`config.mk`:
```
export PLATFORM = sky130hd
export DESIGN_NAME = vga_timing_generator
export DESIGN_NICKNAME = d
export VERILOG_FILES = /design/src/rtl/vga_timing_generator.sv
export SDC_FILE = /design/constraint.sdc
export NUM_CORES = 1
export LEC_CHECK = 0
export BUFFER_PORTS_ARGS = -buffer_cell sky130_fd_sc_hd__buf_2
export CAP_MARGIN = 40
export CORE_MARGIN = 8
export CORE_UTILIZATION = 52
export CTS_CLUSTER_DIAMETER = 100
export DETAILED_ROUTE_END_ITERATION = 10
export PLACE_DENSITY = 0.81
export SKIP_LAST_GASP = 1
export SLEW_MARGIN = 25
export SYNTH_ARGS = -nofsm -noshare
export SYNTH_HDL_FRONTEND = slang
export SYNTH_SLANG_ARGS = --single-unit
```
`constraint.sdc`:
```
create_clock -name clk -period 2.5 [get_ports clk]
set_input_delay 0.125 -clock clk [delete_from_list [all_inputs] [get_ports clk]]
set_output_delay 0.125 -clock clk [all_outputs]
set_load 0.02 [all_outputs]
```
`src/rtl/vga_timing_generator.sv`:
```
// vga_timing_generator: parametrised raster timing with pixel divider, x/y counters, registered syncs and strobes
module vga_timing_generator #(
  parameter int H_ACTIVE = 640,
  parameter int H_FP     = 16,
  parameter int H_SYNC   = 96,
  parameter int H_BP     = 48,
  parameter int V_ACTIVE = 480,
  parameter int V_FP     = 10,
  parameter int V_SYNC   = 2,
  parameter int V_BP     = 33,
  parameter int SYNC_POL = 0,
  parameter int CLK_DIV  = 4,
  parameter int CW       = 10
) (
  input  logic          clk,
  input  logic          reset,
  input  logic          en,
  output logic          pix_tick,
  output logic          hsync,
  output logic          vsync,
  output logic          active,
  output logic [CW-1:0] x,
  output logic [CW-1:0] y,
  output logic          line_start,
  output logic          frame_start
);
  localparam int H_TOTAL = H_ACTIVE + H_FP + H_SYNC + H_BP;
  localparam int V_TOTAL = V_ACTIVE + V_FP + V_SYNC + V_BP;
  localparam int DW = CLK_DIV > 1 ? $clog2(CLK_DIV) : 1;
  localparam logic [DW-1:0] DIV_MAX = DW'(CLK_DIV - 1);
  localparam logic [CW-1:0] H_MAX  = CW'(H_TOTAL - 1);
  localparam logic [CW-1:0] V_MAX  = CW'(V_TOTAL - 1);
  localparam logic [CW-1:0] H_ACT  = CW'(H_ACTIVE);
  localparam logic [CW-1:0] HS_BEG = CW'(H_ACTIVE + H_FP);
  localparam logic [CW-1:0] HS_END = CW'(H_ACTIVE + H_FP + H_SYNC);
  localparam logic [CW-1:0] V_ACT  = CW'(V_ACTIVE);
  localparam logic [CW-1:0] VS_BEG = CW'(V_ACTIVE + V_FP);
  localparam logic [CW-1:0] VS_END = CW'(V_ACTIVE + V_FP + V_SYNC);
  localparam logic SYNC_ON = SYNC_POL != 0;

  if (H_FP < 1 || H_SYNC < 1 || H_BP < 1 || V_FP < 1 || V_SYNC < 1 || V_BP < 1 || CLK_DIV < 1 ||
      (2 ** CW) <= H_TOTAL - 1 || (2 ** CW) <= V_TOTAL - 1) begin : g_illegal
    $error("vga_timing_generator: illegal timing parameters");
  end

  logic [DW-1:0] div;
  logic          adv;
  logic          x_wrap;
  logic [CW-1:0] nx;
  logic [CW-1:0] ny;

  always_comb begin
    adv    = en && div == DIV_MAX;
    x_wrap = x == H_MAX;
    nx     = x_wrap ? '0 : x + CW'(1);
    ny     = x_wrap ? (y == V_MAX ? '0 : y + CW'(1)) : y;
  end

  // decodes are taken from the next x/y so they land in the same cycle as the counters
  always_ff @(posedge clk or posedge reset) begin
    if (reset) begin
      div         <= '0;
      x           <= H_MAX;
      y           <= V_MAX;
      hsync       <= ~SYNC_ON;
      vsync       <= ~SYNC_ON;
      active      <= 1'b0;
      pix_tick    <= 1'b0;
      line_start  <= 1'b0;
      frame_start <= 1'b0;
    end else begin
      pix_tick    <= adv;
      line_start  <= adv && nx == '0;
      frame_start <= adv && nx == '0 && ny == '0;
      if (en) div <= div == DIV_MAX ? '0 : div + DW'(1);
      if (adv) begin
        x      <= nx;
        y      <= ny;
        hsync  <= (nx >= HS_BEG && nx < HS_END) ? SYNC_ON : ~SYNC_ON;
        vsync  <= (ny >= VS_BEG && ny < VS_END) ? SYNC_ON : ~SYNC_ON;
        active <= nx < H_ACT && ny < V_ACT;
      end
    end
  end
endmodule
```
* After elaboration in Yosys (flattened, before gate mapping)
Cells that the tools add are included.
** Word-level totals
- Output and inout bits :: 26
- Memories :: 0
- Latch bits :: 0
- Logic and storage cells :: 35
- Memory bits (writable) :: 0
- Input port bits :: 3
- ROM bits :: 0
- Flip-flop bits (word level) :: 28
** Operators by class
- Div/mod/pow operators :: 0
- Order comparisons :: 6
- $add $sub $neg :: 3
- Multiplexer cells :: 6
- Eq/ne operators :: 3
- Bitwise operators :: 0
- Multipliers :: 0
- Reduce and logical (&&, ||, !) cells :: 8
- Shift-type cells :: 0
** Operators with widths (number)
- 2-to-1 mux 10 bit :: 3
- adder 10 x 1 -> 10 bit, second input constant :: 2
- equality test 10 bit, second input constant :: 2
- logical NOT 10 bit :: 2
- < comparator 10 bit, second input constant :: 2
- < comparator 10 x 9 -> 1 bit, second input constant :: 2
- greater-or-equal comparator 10 bit, second input constant :: 1
- greater-or-equal comparator 10 x 9 -> 1 bit, second input constant :: 1
- logical AND 1 bit :: 6
- adder 2 x 1 -> 2 bit, second input constant :: 1
- equality test 2 bit, second input constant :: 1
- 2-to-1 mux 1 bit :: 2
- 2-to-1 mux 2 bit :: 1

* Longest topological paths before layout
- Word-level depth :: 6
- Mapped depth :: 9
- Mapped depth without buffers :: 8

* Worst setup path before layout
OpenSTA, ideal clock, no wires.
- Path kind :: reg2reg
- Start point :: register x[0]
- End point :: register frame_start
- Clock period less this slack :: 2.180 ns
- Arrival :: 2.061 ns
- Required time :: 2.380 ns
- Path slack :: 0.320 ns
- Setup time :: 0.120 ns
- Cell stages (with the launch flop) :: 9
- Path buffers :: 1
- Cells stage by stage :: dfstp_2 > ha_1 > and3_1 > buf_4 > nand4_2 > o31a_1 > a31oi_4 > nor3_1 > and3_1
** Between the ends
- Cells in the longest elaborated chain, start to end :: 5
- Elaborated cells between the ends (all ways) :: 8
- Classes of those cells :: add/sub: 1; eq/ne: 1; mux: 2; reduce/logical: 4
** Ends and longest elaborated chain
- start: declaration :: line 22 : output logic [CW-1:0] x,
- start signal: assignment :: line 77 : x <= nx;
- adder 10 x 1 -> 10 bit / equality test 10 bit (equally long branches) :: line 55, 54
- 2-to-1 mux 10 bit :: line 55 : nx = x_wrap ? '0 : x + CW'(1);
- logical NOT 10 bit :: line 74 : frame_start <= adv && nx == '0 && ny == '0;
- logical AND 1 bit :: line 74
- logical AND 1 bit * :: line 74
- end signal: assignment :: line 70 : frame_start <= 1'b0;
- end signal: assignment :: line 74
- end: declaration :: line 25 : output logic frame_start
Every way passes the cells marked *; elsewhere a longest branch is shown, timed or not.
A chain may end at the register's enable or synchronous reset.

* Final worst setup path
- Start point :: register x[0]
- End point :: register y[7]
** Between the ends
- Cells in the longest elaborated chain, start to end :: 2
** Ends and longest elaborated chain
- equality test 10 bit :: line 54 : x_wrap = x == H_MAX;
- 2-to-1 mux 10 bit :: line 56 : ny = x_wrap ? (y == V_MAX ? '0 : y + CW'(1)) : y;
- end signal: assignment :: line 78 : y <= ny;
- end: declaration :: line 23 : output logic [CW-1:0] y,
No other way between the ends.

==> results.toml <==
[synth]
ys_warn_count = 0
yosysMostFrequentCell = "nand2_1"
synth_fp_nets = 212
syn_area_um2 = 1830
synth_commonest_cells = "nand2_1, o21ai_0, dfrtp_1"
yosysSeqAreaShare_pct = 39.1
synthTopCellsByArea = "dfrtp_1, dfstp_2, nand2_1, o21ai_0, xnor2_1"
synthCells = 204
async_reset_ff_share_pct = 100
synth-main-ff-cell = "dfrtp_1"
synth_area_leader_cell = "dfrtp_1"
syn_avg_cell_area_um2 = 8.97
ys_seq_elements = 28
synth-edff-count = 0
synth_top_cell_area_share_pct = 21.9
synth_cell_types = 47

[power_and_ir_drop]
clkPwrFrac_pct = 15.5
seqPwrFrac_pct = 52.5
cellPowerDensity_nw_per_um2 = 610
p_sw_mw = 0.480
swShare_pct = 37.7
p_comb_share_pct = 32.0
power_leakage_nw = 0.886
ir_drop_mv = 0.390
intPower_mw = 0.791

[clock_network]
numCtsBuffers = 3
h-tree-depth = 1
cts_max_path_buffers = 2
cts_tree = "built"
cts_sinks = 28
clock-root-buffer = "clkbuf_4"
clk_pin_slew_worst_paths_ns = 0.15
clkLatencyLatePin_ns = 0.33

[die]
die_w_um = 75.3
rows = 21
start_util_pct = 54.4
die-area_um2 = 5670
ios = 29
fp.dieH_um = 75.3
fp.coreArea_um2 = 3360

[setup_path]
crit_path_start_kind = "flip-flop"
critical_path_class = "reg2reg"
crit_chain = "ha_1 > and3_1 > and4_1 > buf_4 > nand2_1 > nor2_1 > nand3_1 > xnor2_1"
worst_setup_path_end_kind = "flip-flop"
crit_buf_inv = 1
startpoint = "x[0]"
timing.rr.start = "x[0]"
cp_slowest_cell = "dfstp_2"
critPathMaxStageDelay_ns = 0.62
arrival_ns = 2.51
cp_top_family = "simple AND/OR/NAND/NOR gates"
worstPathMaxFanout = 8
required_ns = 2.73

[global_routing]
grt_pass1_wl_um = 7160
antenna_found_initial = 0
grt-ovfl-total = 0
first_global_vias = 1549
track_usage_pct = 16.0
grt_max_degree = 16

[timing]
setup_viol = 0
period_share_pct = 91.2
relSlewSlack_pct = 69.5
finalHoldViolCount = 0
timing.setup.tns_ns = 0
clock.fmax_ghz = 0.439
fin_skew_ns = 0.00674
worst_pin_slew_ns = 0.457
rsz0062_at_grt = "no"
slew_violations = 0
min_period_ns = 2.28

[cells_and_area]
diodes = 0
nNetsFinal = 242
fillers = 301
fin_util_pct = 61.9
drive_gt1_share_pct = 29.6
syn2layout_area_growth_pct = 13.8

[flow_run]
cap_violations = 0

[hold_path]
hold_class = "in2reg"
worstHoldStart = "en"

[drt]
ant_nets = 0
route.vias.total = 1629
avgRoutedWirePerCell_um = 14.8
drt_iter0_drc = 139
drc = 0
dr.pass1.iters = 4
routed_via_density = 5.84
wirelength_um = 4120

[placement]
place_hpwl_um = 3070
gp_congestion = 0.938
io_buffers = 28

[run_status]
status = "complete, no violations"
[cell usage in the layout, fill, tap and decap left out, types with 2 or more instances in the layout]
master    instances
o31ai_1           5
buf_2            28
and4_1            4
xnor2_1          10
nand2_1          30
a21oi_1           6
clkbuf_4          3
o41ai_2           2
and3_1            6
nand4_1           4
inv_1             5
dfstp_2          12
nor3_1            4
xor2_1            4
nand4b_1          2
ha_1              5
nor3_2            2
nor2_1           14
dfrtp_1          16
buf_4            12
mux2_2            2
o21ai_0          18
a31oi_1           3
nand3_1          13
[stage by stage]
stage                     power [mW]  cell area, um2  hold slack (ns)  worst slack [ns]  std cells
final                           1.27            2080           0.0619             0.220        279
after global routing            1.35            2080           0.0634            0.0216        279
after CTS                       1.28            2070           0.0618             0.147        279
after detailed placement        1.08            2030            0.116             0.164        274
after global placement          1.06            2020            0.346             0.243        273
after floorplan                0.949            1830            0.182             0.320        204
[cells by family (layout without fill, tap and decap cells)]
group	after synthesis	after routing	share of synthesized area, %
AO/OA/AOI/OAI	47	47	18.1
XOR/XNOR	14	14	6.70
adder cells (fa/ha/maj)	5	5	3.42
buffers and inverters	22	51	6.50
flip-flops	28	28	39.1
multiplexers	2	2	1.23
AND/OR/NAND/NOR	86	86	25.0
[metal layers]
| layer | wire [um] | global-route usage (%) | up-vias |
|---|---|---|---|
| met5 | 0 | 0 | - |
| met1 | 1880 | 21.7 | 774 |
| li1 | - | - | 795 |
| met2 | 1880 | 24.8 | 56 |
| met4 | 38 | 5.12 | 0 |
| met3 | 314 | 2.89 | 4 |
[flip-flops by register name, indices dropped and copies added, names as in the netlist]
| register | cells |
|---|---|
| frame_start | 1 |
| active | 1 |
| y | 10 |
| x | 10 |
| div | 2 |
| line_start | 1 |
| hsync | 1 |
| pix_tick | 1 |
| vsync | 1 |
[final cells by class]
class                      instances  area (um2)  area share [%]
clock buffer                       4        26.3            1.26
inverter                           5        18.8           0.901
multi-input combinational        154        1010            48.4
sequential                        28         716            34.4
tap                               46        57.6            2.76
timing repair buffer              42         255            12.3
[power by group through the flow]
stage          registers [mW]  logic, mW  clock network, mW
2_1_floorplan           0.714      0.235                  0
3_3_place_gp            0.667      0.392                  0
3_5_place_dp            0.672      0.411                  0
4_1_cts                 0.665      0.413              0.200
5_1_grt                 0.685      0.451              0.216
6_report                0.667      0.406              0.198
[worst paths after layout]
path                          end  slack (ns)  depth (start not counted)
setup / recovery             y[7]        0.22                          8
hold / removal             div[0]        0.06                          2
setup reg to reg             y[7]        0.22                          8
hold reg to reg             vsync        0.51                          2
max in group asynchronous    x[2]        1.69                          4
min in group asynchronous    y[8]        0.29                          3
[timing repair]
item | in CTS | in global routing
hold buffers | 1 | 0
setup buffers | 0 | 0
resized for setup | 0 | 2
endpoints found under the hold margin | 7 | 0
setup endpoints to repair | 0 | 3
(Power assumes the default switching activity.)
